==> src/rtl/seq_multiplier.sv <==
// Sequential 32x32 shift-add multiplier for MUL/MULH/MULHSU/MULHU.
// It works on operand magnitudes and applies a two-step sign fix-up through a shared carry-select adder.

module seq_multiplier_csa32 (
    input  logic [31:0] a_i,
    input  logic [31:0] b_i,
    input  logic        c_i,
    output logic [31:0] s_o,
    output logic        c_o
);
    logic [16:0] lo_sum;
    logic [16:0] hi_sum0;
    logic [16:0] hi_sum1;

    // Both upper-half sums are computed in parallel. The lower-half carry selects one of them.
    assign lo_sum  = {1'b0, a_i[15:0]} + {1'b0, b_i[15:0]} + 17'(c_i);
    assign hi_sum0 = {1'b0, a_i[31:16]} + {1'b0, b_i[31:16]};
    assign hi_sum1 = {1'b0, a_i[31:16]} + {1'b0, b_i[31:16]} + 17'd1;

    assign s_o = {(lo_sum[16] ? hi_sum1[15:0] : hi_sum0[15:0]), lo_sum[15:0]};
    assign c_o = lo_sum[16] ? hi_sum1[16] : hi_sum0[16];
endmodule

module seq_multiplier (
    input  logic        i_clk,
    input  logic        i_rst_n,
    input  logic        i_valid_1,
    output logic        o_ready_1,
    input  logic [1:0]  i_mulOp_2,
    input  logic [31:0] i_operand1_32,
    input  logic [31:0] i_operand2_32,
    output logic        o_valid_1,
    input  logic        i_resultReady_1,
    output logic [31:0] o_result_32
);
    typedef enum logic [2:0] {S_IDLE, S_MUL, S_FIX_LO, S_FIX_HI, S_DONE} state_t;

    localparam logic [1:0] OP_MUL    = 2'b00;
    localparam logic [1:0] OP_MULH   = 2'b01;
    localparam logic [1:0] OP_MULHSU = 2'b10;

    state_t      state_q, state_d;
    logic [1:0]  op_q, op_d;
    logic [31:0] mcand_q, mcand_d;
    logic [31:0] hi_q, hi_d;
    logic [31:0] lo_q, lo_d;
    logic [31:0] cnt_q, cnt_d;
    logic        neg_q, neg_d;
    logic        carry_q, carry_d;

    logic [31:0] add_a, add_b, add_s;
    logic        add_ci, add_co;
    logic        a_signed, b_signed, a_neg, b_neg;

    seq_multiplier_csa32 u_adder (
        .a_i (add_a),
        .b_i (add_b),
        .c_i (add_ci),
        .s_o (add_s),
        .c_o (add_co)
    );

    assign a_signed = (i_mulOp_2 == OP_MULH) || (i_mulOp_2 == OP_MULHSU);
    assign b_signed = (i_mulOp_2 == OP_MULH);
    assign a_neg    = a_signed & i_operand1_32[31];
    assign b_neg    = b_signed & i_operand2_32[31];

    // NOTE: every always_comb output gets a default first, so no path can leave a latch behind.
    always_comb begin
        state_d = state_q;
        op_d    = op_q;
        mcand_d = mcand_q;
        hi_d    = hi_q;
        lo_d    = lo_q;
        cnt_d   = cnt_q;
        neg_d   = neg_q;
        carry_d = carry_q;
        add_a   = hi_q;
        add_b   = '0;
        add_ci  = 1'b0;

        case (state_q)
            S_IDLE: begin
                if (i_valid_1) begin
                    state_d = S_MUL;
                    op_d    = i_mulOp_2;
                    mcand_d = a_neg ? (~i_operand1_32 + 32'd1) : i_operand1_32;
                    lo_d    = b_neg ? (~i_operand2_32 + 32'd1) : i_operand2_32;
                    neg_d   = a_neg ^ b_neg;
                    hi_d    = '0;
                    cnt_d   = '0;
                    carry_d = 1'b0;
                end
            end
            S_MUL: begin
                add_a        = hi_q;
                add_b        = lo_q[0] ? mcand_q : '0;
                {hi_d, lo_d} = {add_co, add_s, lo_q[31:1]};
                cnt_d        = cnt_q + 32'd1;
                if (cnt_q == 32'd31) begin
                    state_d = S_FIX_LO;
                end
            end
            S_FIX_LO: begin
                carry_d = 1'b0;
                if (neg_q) begin
                    add_a   = ~lo_q;
                    add_ci  = 1'b1;
                    lo_d    = add_s;
                    carry_d = add_co;
                end
                state_d = S_FIX_HI;
            end
            S_FIX_HI: begin
                // The carry out of the low-word negation completes the 64-bit two's complement.
                if (neg_q) begin
                    add_a  = ~hi_q;
                    add_ci = carry_q;
                    hi_d   = add_s;
                end
                state_d = S_DONE;
            end
            S_DONE: begin
                if (i_resultReady_1) begin
                    state_d = S_IDLE;
                end
            end
            default: state_d = S_IDLE;
        endcase
    end

    // NOTE: state registers use non-blocking assignments so every register samples pre-edge values.
    always_ff @(posedge i_clk) begin
        if (!i_rst_n) begin
            state_q <= S_IDLE;
            op_q    <= '0;
            mcand_q <= '0;
            hi_q    <= '0;
            lo_q    <= '0;
            cnt_q   <= '0;
            neg_q   <= 1'b0;
            carry_q <= 1'b0;
        end else begin
            state_q <= state_d;
            op_q    <= op_d;
            mcand_q <= mcand_d;
            hi_q    <= hi_d;
            lo_q    <= lo_d;
            cnt_q   <= cnt_d;
            neg_q   <= neg_d;
            carry_q <= carry_d;
        end
    end

    assign o_ready_1   = (state_q == S_IDLE);
    assign o_valid_1   = (state_q == S_DONE);
    assign o_result_32 = (state_q != S_DONE) ? '0 : ((op_q == OP_MUL) ? lo_q : hi_q);
endmodule

==> config.mk <==
export PLATFORM = sky130hd
export DESIGN_NAME = seq_multiplier
export DESIGN_NICKNAME = d
export VERILOG_FILES = /design/src/rtl/seq_multiplier.sv
export SDC_FILE = /design/constraint.sdc
export NUM_CORES = 1
export LEC_CHECK = 0
export ABC_AREA = 1
export CAP_MARGIN = 40
export CORE_AREA = 10 10 124 182
export CTS_CLUSTER_SIZE = 25
export DETAILED_ROUTE_END_ITERATION = 10
export DIE_AREA = 0 0 134 192
export GPL_ROUTABILITY_DRIVEN = 0
export PLACE_DENSITY = 0.82
export SKIP_CTS_REPAIR_TIMING = 1
export SYNTH_ARGS = -nofsm -noshare
export SYNTH_HDL_FRONTEND = slang
export SYNTH_SLANG_ARGS = --single-unit
==> constraint.sdc <==
create_clock -name i_clk -period 6.4 [get_ports i_clk]
set_input_delay 1.28 -clock i_clk [delete_from_list [all_inputs] [get_ports i_clk]]
set_output_delay 1.28 -clock i_clk [all_outputs]
set_load 0.02 [all_outputs]
==> out/metrics.csv <==
stage;metric;value;unit
outcome;status;complete, no violations;
cts;cts_tree;yes;
synth;synth.avg_cell_area;6.036;um^2
floorplan;initial_core_util;59.38;%
final_layout;nets;2045;
drt;ant_nets;0;
synth;ys_types;60;
synth;synth_top_cell_by_area;dfxtp_1;
grt;grt-ovfl-total;0;
timing;fin_ws;2.161;ns
synth;synth.most_common_cell;nand2_1;
grt;grt.total_usage;28.58;%
timing;finalCriticalPeriod;4.239;ns
timing;setup_violations;0;
timing;slew_headroom;46.57;%
critical_path;worstPathArrival;4.56;ns
synth;yosysSeqAreaShare;23.75;%
synth;synthCells;1885;
synth;synth_area;11380;um^2
grt;grt_first_pass_wirelength;61160;um
synth;ys_warn_count;0;
synth;synthArstFlopShare;0;%
floorplan;io_pins;104;
timing;tns;0;ns
place;place_ws;2.244;ns
timing;skew;0.008671;ns
final_layout;antenna_cells;0;
synth;synth_flop_cell;dfxtp_1;
timing;timing.fmax;235.9;MHz
grt;grt_max_degree;68;
timing;period_share;66.23;%
synth;yosys-top-cells-area;dfxtp_1 (24%), nand2_1 (14%), o21ai_0 (7.5%), inv_1 (7.4%), a21oi_1 (7.1%);
grt;first_global_vias;12540;
drt;vias_per_cell;6.029;
drt;drt-initial-drc-count;1243;
cts;cts-root-buf;clkbuf_16;
critical_path;end_kind;flip-flop;
cts;insertion_delay;0.43;ns
synth;yosysTopAreaCellShare;23.75;%
grt;antenna_found_initial;0;
critical_path;r2r_slack;2.16;ns
floorplan;dieArea;25730;um^2
synth;synth_common_cells;nand2_1 (430), inv_1 (223), nor2_1 (207);
cts;cts.sinks;135;
run;cap_violations;0;
drt;drc_errors;0;
drt;vias;13295;
cts;cts_buffers;17;
power;p_leak;5.568;nW
synth;syn-num-nets;1994;
drt;routed_wl;37550;um
power;ir_worst_vdd;154.3;uV
final_layout;drive_gt1_share;6.311;%
final_layout;utilization;68.79;%
cts;cts.clk_slew.worst_paths;0.06;ns
drt;avgRoutedWirePerCell;17.03;um
timing;rsz0062_at_grt;false;
final_layout;syn_to_final_growth;15.85;%
cts;cts.path.max_buffers;2;
floorplan;die_h;192;um
timing;maxSlewViolCount;0;
synth;synth-seq-cells;135;
critical_path;crit_path_max_fanout;39;
floorplan;core-area;19160;um^2
power;cellPowerDensity;211.0;nW/um^2
floorplan;die_w;134;um
place;port_buffers;103;
worst_hold_path;hp-class;flip-flop to flip-flop;
floorplan;rows;62;
place;dpl.hpwl;28240;um
synth;synth_edf_count;0;
drt;drt_first_pass_iters;8;
critical_path;critPathKind;flip-flop to flip-flop;
timing;hold_viol;0;
critical_path;cp_data_required_time;6.72;ns
cts;h-tree-depth;4;
timing;worst_slew_pin_slew;0.8014;ns
critical_path;cp-start-kind;flip-flop;
-- flip-flops by register name (all words and copies together) (netlist names) --
| signal | count |
|---|---|
| mcand_q | 32 |
| carry_q | 1 |
| lo_q | 32 |
| hi_q | 32 |
| cnt_q | 32 |
| neg_q | 1 |
| op_q | 2 |
| state_q | 3 |
-- cells in the final DEF (no fill, tap or decap), drive strengths merged, types with 2 or more instances in the layout --
cell,netlist,layout
or2,17,17
ha,36,36
and2,2,2
o31ai,5,5
o211ai,12,12
inv,230,232
clkinvlp,0,2
nand4,20,20
a31oi,26,26
o221ai,40,40
xor2,29,29
dfxtp,135,135
nand3b,5,5
bufinv,0,2
nor3,21,21
a211oi,6,6
nor2,225,225
nand3,135,135
a22oi,2,2
nor3b,5,5
o22ai,13,13
and3,2,2
clkinv,3,6
a21o,3,3
clkdlybuf4s50,0,102
xnor2,10,10
nand2,440,440
nor4,16,16
o21ai,176,176
a21oi,165,165
clkbuf,70,23
buf,18,18
fa,3,3
a221oi,6,6
-- cell type report --
type	instances	area, um^2
flip-flops and latches	135	2703
well taps	256	320.3
inverters	233	874.6
clock inverters	9	115.1
fillers	1756	5981
multi-input cells	1429	7458
clock buffers	23	488.0
repair buffers	120	1221
-- worst max-delay path: stages (launching register included) --
cell and delay (ns):
dfxtp_1 0.35, nor2_1 0.17, inv_2 0.08, nor2_4 0.49, inv_2 0.46, o221ai_1 0.29, o21ai_0 0.14, inv_1 0.12
ha_1 0.21, fa_1 0.31, nand3_1 0.13, nand2_1 0.12, nand2_1 0.09, nand2_1 0.11, nand2_1 0.06, nand2_1 0.12
nand2_1 0.07, nor2_1 0.11, nand2_2 0.09, nor2_4 0.13, nand3_1 0.12, nand3_1 0.10, nand2_1 0.05, nor2_1 0.14
nor2_1 0.05
-- logic make-up (layout without fill, tap and decap cells) --
group | after synthesis | count (layout) | share of synthesized area, %
flip-flops | 135 | 135 | 23.75
AO/OA/AOI/OAI | 463 | 463 | 23.51
adder cells (fa/ha/maj) | 39 | 39 | 4.487
buffers and inverters | 321 | 385 | 10.82
XOR/XNOR | 39 | 39 | 3.134
AND/OR/NAND/NOR | 888 | 888 | 34.29
-- through the flow --
step / hold slack [ns] / std cells / area (um^2) / power [mW]
final: 0.4593 / 2205 / 13180 / 2.782
after detailed placement: 0.4568 / 2173 / 12580 / 1.758
after global routing: 0.4780 / 2205 / 13180 / 2.897
after global placement: 0.4440 / 2169 / 12480 / 1.726
after floorplan: 0.4263 / 1885 / 11380 / 1.501
after CTS: 0.4652 / 2205 / 13180 / 2.758
-- worst paths after layout --
| kind | startpoint | endpoint | cells past startpoint |
|---|---|---|---|
| setup / recovery | state_q[2] | hi_q[31] | 24 |
| hold / removal | cnt_q[31] | cnt_q[31] | 1 |
| setup reg to reg | state_q[2] | hi_q[31] | 24 |
| hold reg to reg | cnt_q[31] | cnt_q[31] | 1 |
-- routing by layer --
metal	part of all wire [%]	global-route usage [%]	routed length [um]
met5	0	0	0
met4	4.9	16.04	1843
met3	8.2	5.309	3063
met2	48	49.37	18200
met1	38	32.43	14440
-- power by group --
group / internal (mW) / switching (mW)
logic: 0.250 / 0.516
registers: 0.925 / 0.0820
clock network: 0.618 / 0.390
No activity file was read; power rests on OpenSTA's default activity.
